==> config.mk <==
export PLATFORM = sky130hd
export DESIGN_NAME = prbs_uart_tx
export DESIGN_NICKNAME = d
export VERILOG_FILES = /design/src/rtl/prbs_uart_tx.sv
export SDC_FILE = /design/constraint.sdc
export NUM_CORES = 1
export LEC_CHECK = 0
export CORE_ASPECT_RATIO = 0.6
export CORE_MARGIN = 5
export CORE_UTILIZATION = 52
export DETAILED_ROUTE_END_ITERATION = 8
export PLACE_DENSITY = 0.75
export SYNTH_ARGS = -nofsm -noshare
export SYNTH_HDL_FRONTEND = slang
export SYNTH_SLANG_ARGS = --single-unit
==> constraint.sdc <==
create_clock -name clk -period 3 [get_ports clk]
set_input_delay 0.45 -clock clk [delete_from_list [all_inputs] [get_ports clk]]
set_output_delay 0.45 -clock clk [all_outputs]
set_load 0.01 [all_outputs]
==> src/rtl/prbs_uart_tx.sv <==
// PRBS UART traffic source: gathers 8 serial LFSR bits into a byte, then sends
// it as an 8N1 frame on tx, repeating NUM_BYTES times per accepted go request.
module prbs_uart_tx #(
    parameter int CLKS_PER_BIT = 868,
    parameter int NUM_BYTES    = 16
) (
    input  logic       clk,
    input  logic       rst,
    input  logic       go,
    input  logic       lfsr_data,
    output logic       lfsr_en,
    output logic       tx,
    output logic       busy,
    output logic [7:0] byte_out,
    output logic       byte_valid,
    output logic       done
);

    localparam int BAUD_W = (CLKS_PER_BIT > 1) ? $clog2(CLKS_PER_BIT) : 1;
    localparam logic [BAUD_W-1:0] BAUD_MAX   = BAUD_W'(CLKS_PER_BIT - 1);
    localparam logic [7:0]        BYTES_LAST = 8'(NUM_BYTES - 1);

    typedef enum logic [2:0] {IDLE, GATHER, START, DATA, STOP} state_t;

    state_t            state_reg, state_next;
    logic [BAUD_W-1:0] baud_reg, baud_next;
    logic [2:0]        bit_reg, bit_next;
    logic [7:0]        byte_cnt_reg, byte_cnt_next;
    logic [7:0]        shift_reg, shift_next;
    logic [7:0]        byte_out_reg, byte_out_next;
    logic              tx_reg, tx_next;
    logic              lfsr_en_reg, lfsr_en_next;
    logic              busy_reg, busy_next;
    logic              byte_valid_reg, byte_valid_next;
    logic              done_reg, done_next;
    logic              baud_tick;

    always_comb begin
        state_next      = state_reg;
        baud_next       = baud_reg;
        bit_next        = bit_reg;
        byte_cnt_next   = byte_cnt_reg;
        shift_next      = shift_reg;
        byte_out_next   = byte_out_reg;
        byte_valid_next = 1'b0;
        done_next       = 1'b0;
        baud_tick       = (baud_reg == BAUD_MAX);

        case (state_reg)
            IDLE: begin
                if (go) begin
                    state_next    = GATHER;
                    bit_next      = 3'd0;
                    byte_cnt_next = 8'd0;
                end
            end
            GATHER: begin
                // Shift right so the first sampled bit ends up as the LSB.
                shift_next = {lfsr_data, shift_reg[7:1]};
                bit_next   = bit_reg + 3'd1;
                if (bit_reg == 3'd7) begin
                    state_next      = START;
                    byte_out_next   = shift_next;
                    byte_valid_next = 1'b1;
                    baud_next       = '0;
                end
            end
            START: begin
                baud_next = baud_tick ? '0 : baud_reg + BAUD_W'(1);
                if (baud_tick) begin
                    state_next = DATA;
                    bit_next   = 3'd0;
                end
            end
            DATA: begin
                baud_next = baud_tick ? '0 : baud_reg + BAUD_W'(1);
                if (baud_tick) begin
                    bit_next = bit_reg + 3'd1;
                    if (bit_reg == 3'd7) begin
                        state_next = STOP;
                    end
                end
            end
            STOP: begin
                baud_next = baud_tick ? '0 : baud_reg + BAUD_W'(1);
                if (baud_tick) begin
                    byte_cnt_next = byte_cnt_reg + 8'd1;
                    bit_next      = 3'd0;
                    if (byte_cnt_reg == BYTES_LAST) begin
                        state_next = IDLE;
                        done_next  = 1'b1;
                    end else begin
                        state_next = GATHER;
                    end
                end
            end
            default: state_next = IDLE;
        endcase

        // Outputs are derived from the next state so the registered copy
        // lines up with the state the FSM occupies in each cycle.
        lfsr_en_next = (state_next == GATHER);
        busy_next    = (state_next != IDLE);
        case (state_next)
            START:   tx_next = 1'b0;
            DATA:    tx_next = byte_out_next[bit_next];
            default: tx_next = 1'b1;
        endcase
    end

    always_ff @(posedge clk) begin
        if (rst) begin
            state_reg      <= IDLE;
            baud_reg       <= '0;
            bit_reg        <= 3'd0;
            byte_cnt_reg   <= 8'd0;
            shift_reg      <= 8'd0;
            byte_out_reg   <= 8'd0;
            tx_reg         <= 1'b1;
            lfsr_en_reg    <= 1'b0;
            busy_reg       <= 1'b0;
            byte_valid_reg <= 1'b0;
            done_reg       <= 1'b0;
        end else begin
            state_reg      <= state_next;
            baud_reg       <= baud_next;
            bit_reg        <= bit_next;
            byte_cnt_reg   <= byte_cnt_next;
            shift_reg      <= shift_next;
            byte_out_reg   <= byte_out_next;
            tx_reg         <= tx_next;
            lfsr_en_reg    <= lfsr_en_next;
            busy_reg       <= busy_next;
            byte_valid_reg <= byte_valid_next;
            done_reg       <= done_next;
        end
    end

    assign tx         = tx_reg;
    assign lfsr_en    = lfsr_en_reg;
    assign busy       = busy_reg;
    assign byte_out   = byte_out_reg;
    assign byte_valid = byte_valid_reg;
    assign done       = done_reg;

endmodule

==> results of run 1 <==
power by group:
group          internal [mW]  leakage, nW  switching, mW  total (mW)
Clock                  0.328       0.0642          0.196       0.524
Combinational         0.0267        0.450         0.0359      0.0626
Sequential             0.588        0.356        0.00506       0.593
layout make-up:
cell class                      instances  area [µm²]
Clock inverter                          2        60.1
Tap cell                               60        75.1
Fill cell                             369        1580
Inverter                                7        26.3
Timing Repair Buffer                   21         198
Clock buffer                            5        68.8
Sequential cell                        44         882
Multi-Input combinational cell        184        1210
metrics by stage:
step | utilization (%) | area, µm² | cells | hold WS (ns)
finish | 61.4 | 2520 | 323 | 0.505
global route | 61.4 | 2520 | 323 | 0.526
CTS | 61.2 | 2510 | 323 | 0.508
floorplan | - | 2190 | 248 | 0.443
global placement | 57.8 | 2370 | 316 | 0.460
detailed placement | 57.8 | 2370 | 316 | 0.475
logic make-up after synthesis:
| group | after synthesis | share of synthesized area, % |
|---|---|---|
| and+or+nand+nor | 100 | 23.9 |
| DFF | 44 | 40.2 |
| muxes | 20 | 9.19 |
| buffers and inverters | 20 | 5.48 |
| xor gates and xnor gates | 3 | 1.20 |
| adders and majority gates | 5 | 2.86 |
| AOI/OAI and AO/OA | 56 | 17.1 |
worst paths after layout:
kind / start / end / slack, ns / cells after the start
setup / recovery: baud_reg[1]$_SDFFE_PP0P_ / tx$_SDFF_PP1_ / 0.15 / 11
hold reg to reg: baud_reg[6]$_SDFFE_PP0P_ / baud_reg[6]$_SDFFE_PP0P_ / 0.50 / 2
hold / removal: baud_reg[6]$_SDFFE_PP0P_ / baud_reg[6]$_SDFFE_PP0P_ / 0.50 / 2
setup reg to reg: baud_reg[1]$_SDFFE_PP0P_ / tx$_SDFF_PP1_ / 0.15 / 11
repair_timing:
action / CTS / global route
setup endpoints to repair: 1 / 1
resized for setup: 1 / 4
pin swaps: 0 / 1
worst max-delay path, delay by kind of cell (launching register included):
family | cells | cell delay (ns)
compound gates | 4 | 0.92
fa+ha+maj | 2 | 0.48
simple gates | 3 | 0.92
mux | 1 | 0.08
flops | 1 | 0.35
buf+inv | 1 | 0.05
routing by layer:
metal / vias up / part of all wire (%) / track usage [%]
met4: 0 / 0 / 5.56
met1: 834 / 53 / 27.2
met2: 47 / 42 / 25.4
met3: 0 / 5.6 / 5.03
met5: - / 0 / 0
li1: 915 / - / -
layout by cell type (no fill, tap or decap), types with 2 or more instances in the layout:
cell	n
buf_4	5
mux2i_1	19
a311oi_1	2
and3_1	5
or3b_1	2
nand2b_1	2
clkdlybuf4s50_1	16
a22oi_1	2
bufinv_16	2
clkbuf_8	5
nor3_1	6
inv_1	7
ha_1	4
nor4_1	5
nor2b_1	3
a21oi_1	18
nand3_1	6
dfxtp_1	43
nand2_1	12
nor2_1	38
a21o_1	3
o21ai_0	12
a41oi_1	2
xnor2_1	3
nand3b_1	4
or3_1	4
a31o_2	2
nor3b_1	2
o211ai_1	2
and2_1	3
==> metrics.md, run 1 <==
| Metric | Value |
|---|---|
| Final hold vios | `0` |
| Cell Chain, Critical Path | `ha_2 -> nor4bb_4 -> and3_4 -> inv_1 -> ha_1 -> mux2i_1 -> a32o_2 -> o31a_1 -> or4_4 -> a211oi_2 -> a211o_1` |
| Clock latency on the worst-skew pair | `0.29 ns` |
| CTS tree | `built` |
| Num Clock Sinks | `44` |
| First-pass DRT Iterations | `4` |
| Hpwl dp | `3320 µm` |
| Post-synth cell types | `53` |
| Antenna diode count | `0` |
| Pre-CTS worst setup slack | `0.0246 ns` |
| WL per Instance | `14.4 µm` |
| Post-Synthesis Cells | `248` |
| # H-tree levels | `2` |
| Largest cells by area after synthesis | `dfxtp_1, mux2i_1, nor2_1` |
| Max incr delay on CP | `0.48 ns` |
| Max reg flops | `10` |
| # nets final | `272` |
| Routability Congestion | `0.865` |
| Ports | `17` |
| Synthesis-stage register bit count | `44` |
| CP Launch Type | `flip-flop` |
| Detailed Route Iter0 Violations | `167` |
| Critical path endpoint category | `flip-flop` |
| Cell Rows | `18` |
| Critical path class | `reg2reg` |
| Antenna violations before repair | `0` |
| Period Utilization, post-route | `94.8%` |
| Drt total wl | `4650 µm` |
| Die X | `93.8 µm` |
| Vias in the first global route | `1620` |
| Clk pin slew, worst setup/hold paths | `0.08 ns` |
| Clk buf depth | `2` |
| Synthesized Nets | `257` |
| Post-synth top flop | `dfxtp_1` |
| Fmax | `351 MHz` |
| Crit path required time | `3.24 ns` |
| Layout cells sized above 1 | `10.6%` |
| TritonCTS buffer count | `5` |
| Die Y-Extent | `60.3 µm` |
| Crit-path max FO | `4` |
| Mapped Area | `2190 µm²` |
| Total grt overflow | `0` |
| Setup violators final | `0` |
| Slowest-stage cell, CP | `or4_4` |
| Slew headroom | `59.1%` |
| Total GRT Usage | `18.3%` |
| Setup ws final | `0.155 ns` |
| Core Area | `4100 µm²` |
| I/O Buffers | `16` |
| Least-Margin Pin Slew | `0.612 ns` |
| Hold/Removal Path Class | `reg2reg` |
| Largest net degree at the start of global routing | `38` |
| Die Area | `5650 µm²` |
| Status | `complete, no violations` |
| Leak Pwr | `0.870 nW` |
| Count leader, synth | `dfxtp_1` |
| ANT nets after route | `0` |
| Layout area overhead | `14.8%` |
| Postcts setup bufs | `0` |
| Mean Syn Cell Area | `8.83 µm²` |
| Yosys warnings | `0` |
| DR vias | `1796` |
| Final setup TNS | `0 ns` |
| Slew Viols, Final | `0` |
| VDD IR max | `0.272 mV` |
| Post-CTS Hold Buffers | `0` |
| EDFF count, synth | `0` |
| Total Power | `1.18 mW` |
| P per Cell Area | `469 nW/µm²` |
| Residual DRC | `0` |
| Starting Density | `53.4%` |
| Post-synth ARST share | `0%` |
| DR vias/cell | `5.56` |
| Final min period | `2.85 ns` |
| Root Driver | `clkbuf_8` |
| Area leader, netlist | `dfxtp_1` |
| Top-area cell type share of the netlist area | `40.2%` |
| First-pass GRT wire length | `7940 µm` |
| Synth top cells by count | `dfxtp_1, nor2_1, mux2i_1` |
| Clk_skew | `0.00740 ns` |
| Data arrival time of the worst path | `3.09 ns` |
| RSZ-0062 raised after global routing | `no` |
| Max Cap Viol | `0` |
| Seq/Total Area, Yosys | `40.2%` |
Note: power is estimated with default switching activity, not from simulation.
==> run 2: changes to the inputs <==
- CORE_UTILIZATION: 52 -> 56
- DONT_BUFFER_PORTS: not set -> 1
- PLACE_DENSITY: 0.75 -> 0.74
==> run 2 against run 1 <==
Critical path depth is the same. Flip-flop and latch count is the same. Combinational power shrank 26%. Via count shrank 3.6%. Utilization grew 0.97 points. Die area shrank 6.2%. First-iteration DRC count shrank 9.0%.
==> metrics.md, run 2 (synthesis gave the netlist of run 1 again) <==
| Metric | Value |
|---|---|
| Die X | `90.8 µm` |
| I/O Buffers | `0` |
| Starting Density | `58.9%` |
| TritonCTS buffer count | `5` |
| Area taken by multi-input logic gates | `1210 µm²` |
| Die Y-Extent | `58.5 µm` |
| Detailed Route Iter0 Violations | `152` |
| Num Clock Sinks | `44` |
| Layout area overhead | `5.94%` |
| CTS tree | `built` |
| Crit path from | `baud_reg[0]$_SDFFE_PP0P_` |
| Root Driver | `clkbuf_8` |
| Total grt overflow | `0` |
| Layer with the highest usage | `met1` |
| Reg-to-Reg Start | `baud_reg[0]$_SDFFE_PP0P_` |
| Flop pwr share | `53.5%` |
| VDD IR max | `0.264 mV` |
| Filler cells | `312` |
| Final hold vios | `0` |
| Sw Ratio | `22.6%` |
| Clock power frac | `42.3%` |
| Register Area | `886 µm²` |
| Crit path required time | `3.26 ns` |
| Slew Viols, Final | `0` |
| Finished Core Util | `62.4%` |
| Hpwl dp | `3200 µm` |
| Pint | `0.857 mW` |
| Post-route insts no fill | `293` |
| Slew headroom | `57.5%` |
| Residual DRC | `0` |
| Most common library cell in the layout ignoring fill and taps | `dfxtp_1` |
| DR vias | `1731` |
| Leading cell types in the layout, fill and taps excluded | `dfxtp_1, nor2_1, mux2i_1` |
| Least-Margin Pin Slew | `0.637 ns` |
| Crit-path max FO | `4` |
| Met2 Use GR | `26.2%` |
| Met1 usage | `26.3%` |
| Logic pwr share | `4.2%` |
| Setup violators final | `0` |
| Vias in the first global route | `1603` |
| Net switching power | `0.251 mW` |
| Final setup TNS | `0 ns` |
| Clk pin slew, worst setup/hold paths | `0.09 ns` |
| Total GRT Usage | `18.4%` |
| DR vias/cell | `5.91` |
| Hold Startpoint | `rst` |
| First-pass DRT Iterations | `4` |
| Leak Pwr | `0.793 nW` |
| Routability Congestion | `0.873` |
| # H-tree levels | `2` |
| CP Launch Type | `flip-flop` |
| Fmax | `350 MHz` |
| RSZ-0062 raised after global routing | `no` |
| Cell Rows | `17` |
| WL per Instance | `16.0 µm` |
| Data arrival time of the worst path | `3.11 ns` |
| P per Cell Area | `478 nW/µm²` |
| Final min period | `2.85 ns` |
| ANT nets after route | `0` |
| Die Area | `5300 µm²` |
| Clk_skew | `0.00574 ns` |
| First-pass GRT wire length | `7820 µm` |
| Largest net degree at the start of global routing | `38` |
| Core Area | `3720 µm²` |
| Clk buf depth | `2` |
| Drt total wl | `4690 µm` |
| Antenna diode count | `0` |
| Max reg flops | `10` |
| Postcts setup bufs | `0` |
| Antenna violations before repair | `0` |
| Clock latency on the worst-skew pair | `0.30 ns` |
| # nets final | `254` |
| Ports | `17` |
| Status | `complete, no violations` |
| Max Cap Viol | `0` |
| Critical path class | `reg2reg` |
| Layout cells sized above 1 | `11.0%` |
| Cell count after placement | `285` |
| Met3 Usage GRT | `6.26%` |
| Critical path endpoint category | `flip-flop` |
| Hold/Removal Path Class | `in2reg` |
| Post-CTS Hold Buffers | `0` |
| Period Utilization, post-route | `95.1%` |
run 2: worst max-delay path, cell delays in order (launching register included):
cell and delay, ns:
dfxtp_4 0.38, ha_4 0.14, nor4bb_4 0.29, and3_2 0.23
inv_1 0.05, ha_1 0.26, mux2i_1 0.08, a32o_1 0.26
o31a_1 0.30, or4_4 0.48, a211oi_2 0.22, a211o_1 0.11
run 2: path summary, 6_finish.rpt:
path,slack (ns),depth (start not counted),endpoint
hold / removal,0.20,1,baud_reg[0]$_SDFFE_PP0P_
setup / recovery,0.15,11,tx$_SDFF_PP1_
setup reg to reg,0.15,11,tx$_SDFF_PP1_
hold reg to reg,0.47,2,byte_cnt_reg[1]$_SDFFE_PP0P_
run 2: final cells by class:
class | count | share of cell area (%)
multi-input cells | 184 | 52.2
flip-flops and latches | 44 | 38.2
clock buffers | 5 | 2.96
well taps | 47 | 2.53
clock inverters | 3 | 2.05
inverters | 7 | 1.13
repair buffers | 3 | 0.970
run 2: stage by stage:
| step | setup slack [ns] | instance area, µm² | total power [mW] | hold slack [ns] |
|---|---|---|---|---|
| floorplan | 0.0614 | 2190 | 0.650 | 0.443 |
| CTS | 0.0169 | 2290 | 1.12 | 0.203 |
| finish | 0.146 | 2320 | 1.11 | 0.203 |
| detailed placement | 0.0272 | 2180 | 0.653 | 0.461 |
| global placement | 0.122 | 2180 | 0.652 | 0.454 |
| global route | 0.0146 | 2320 | 1.15 | 0.192 |
run 2: repair_timing:
action,CTS,global route
endpoints found under the hold margin,0,0
resized for setup,0,6
endpoints found under the setup margin,0,1
run 2: layer usage:
layer | vias up | share of wire, %
met5 | - | 0
met4 | 0 | 1.4
met3 | 8 | 6.5
met2 | 40 | 40
met1 | 801 | 52
li1 | 882 | -
run 2: power groups by stage:
stage	Clock, mW	Combinational (mW)	Sequential, mW
floorplan	0	0.0451	0.605
global placement	0	0.0446	0.608
detailed placement	0	0.0451	0.608
CTS	0.479	0.0462	0.594
global route	0.503	0.0508	0.594
finish	0.469	0.0462	0.593
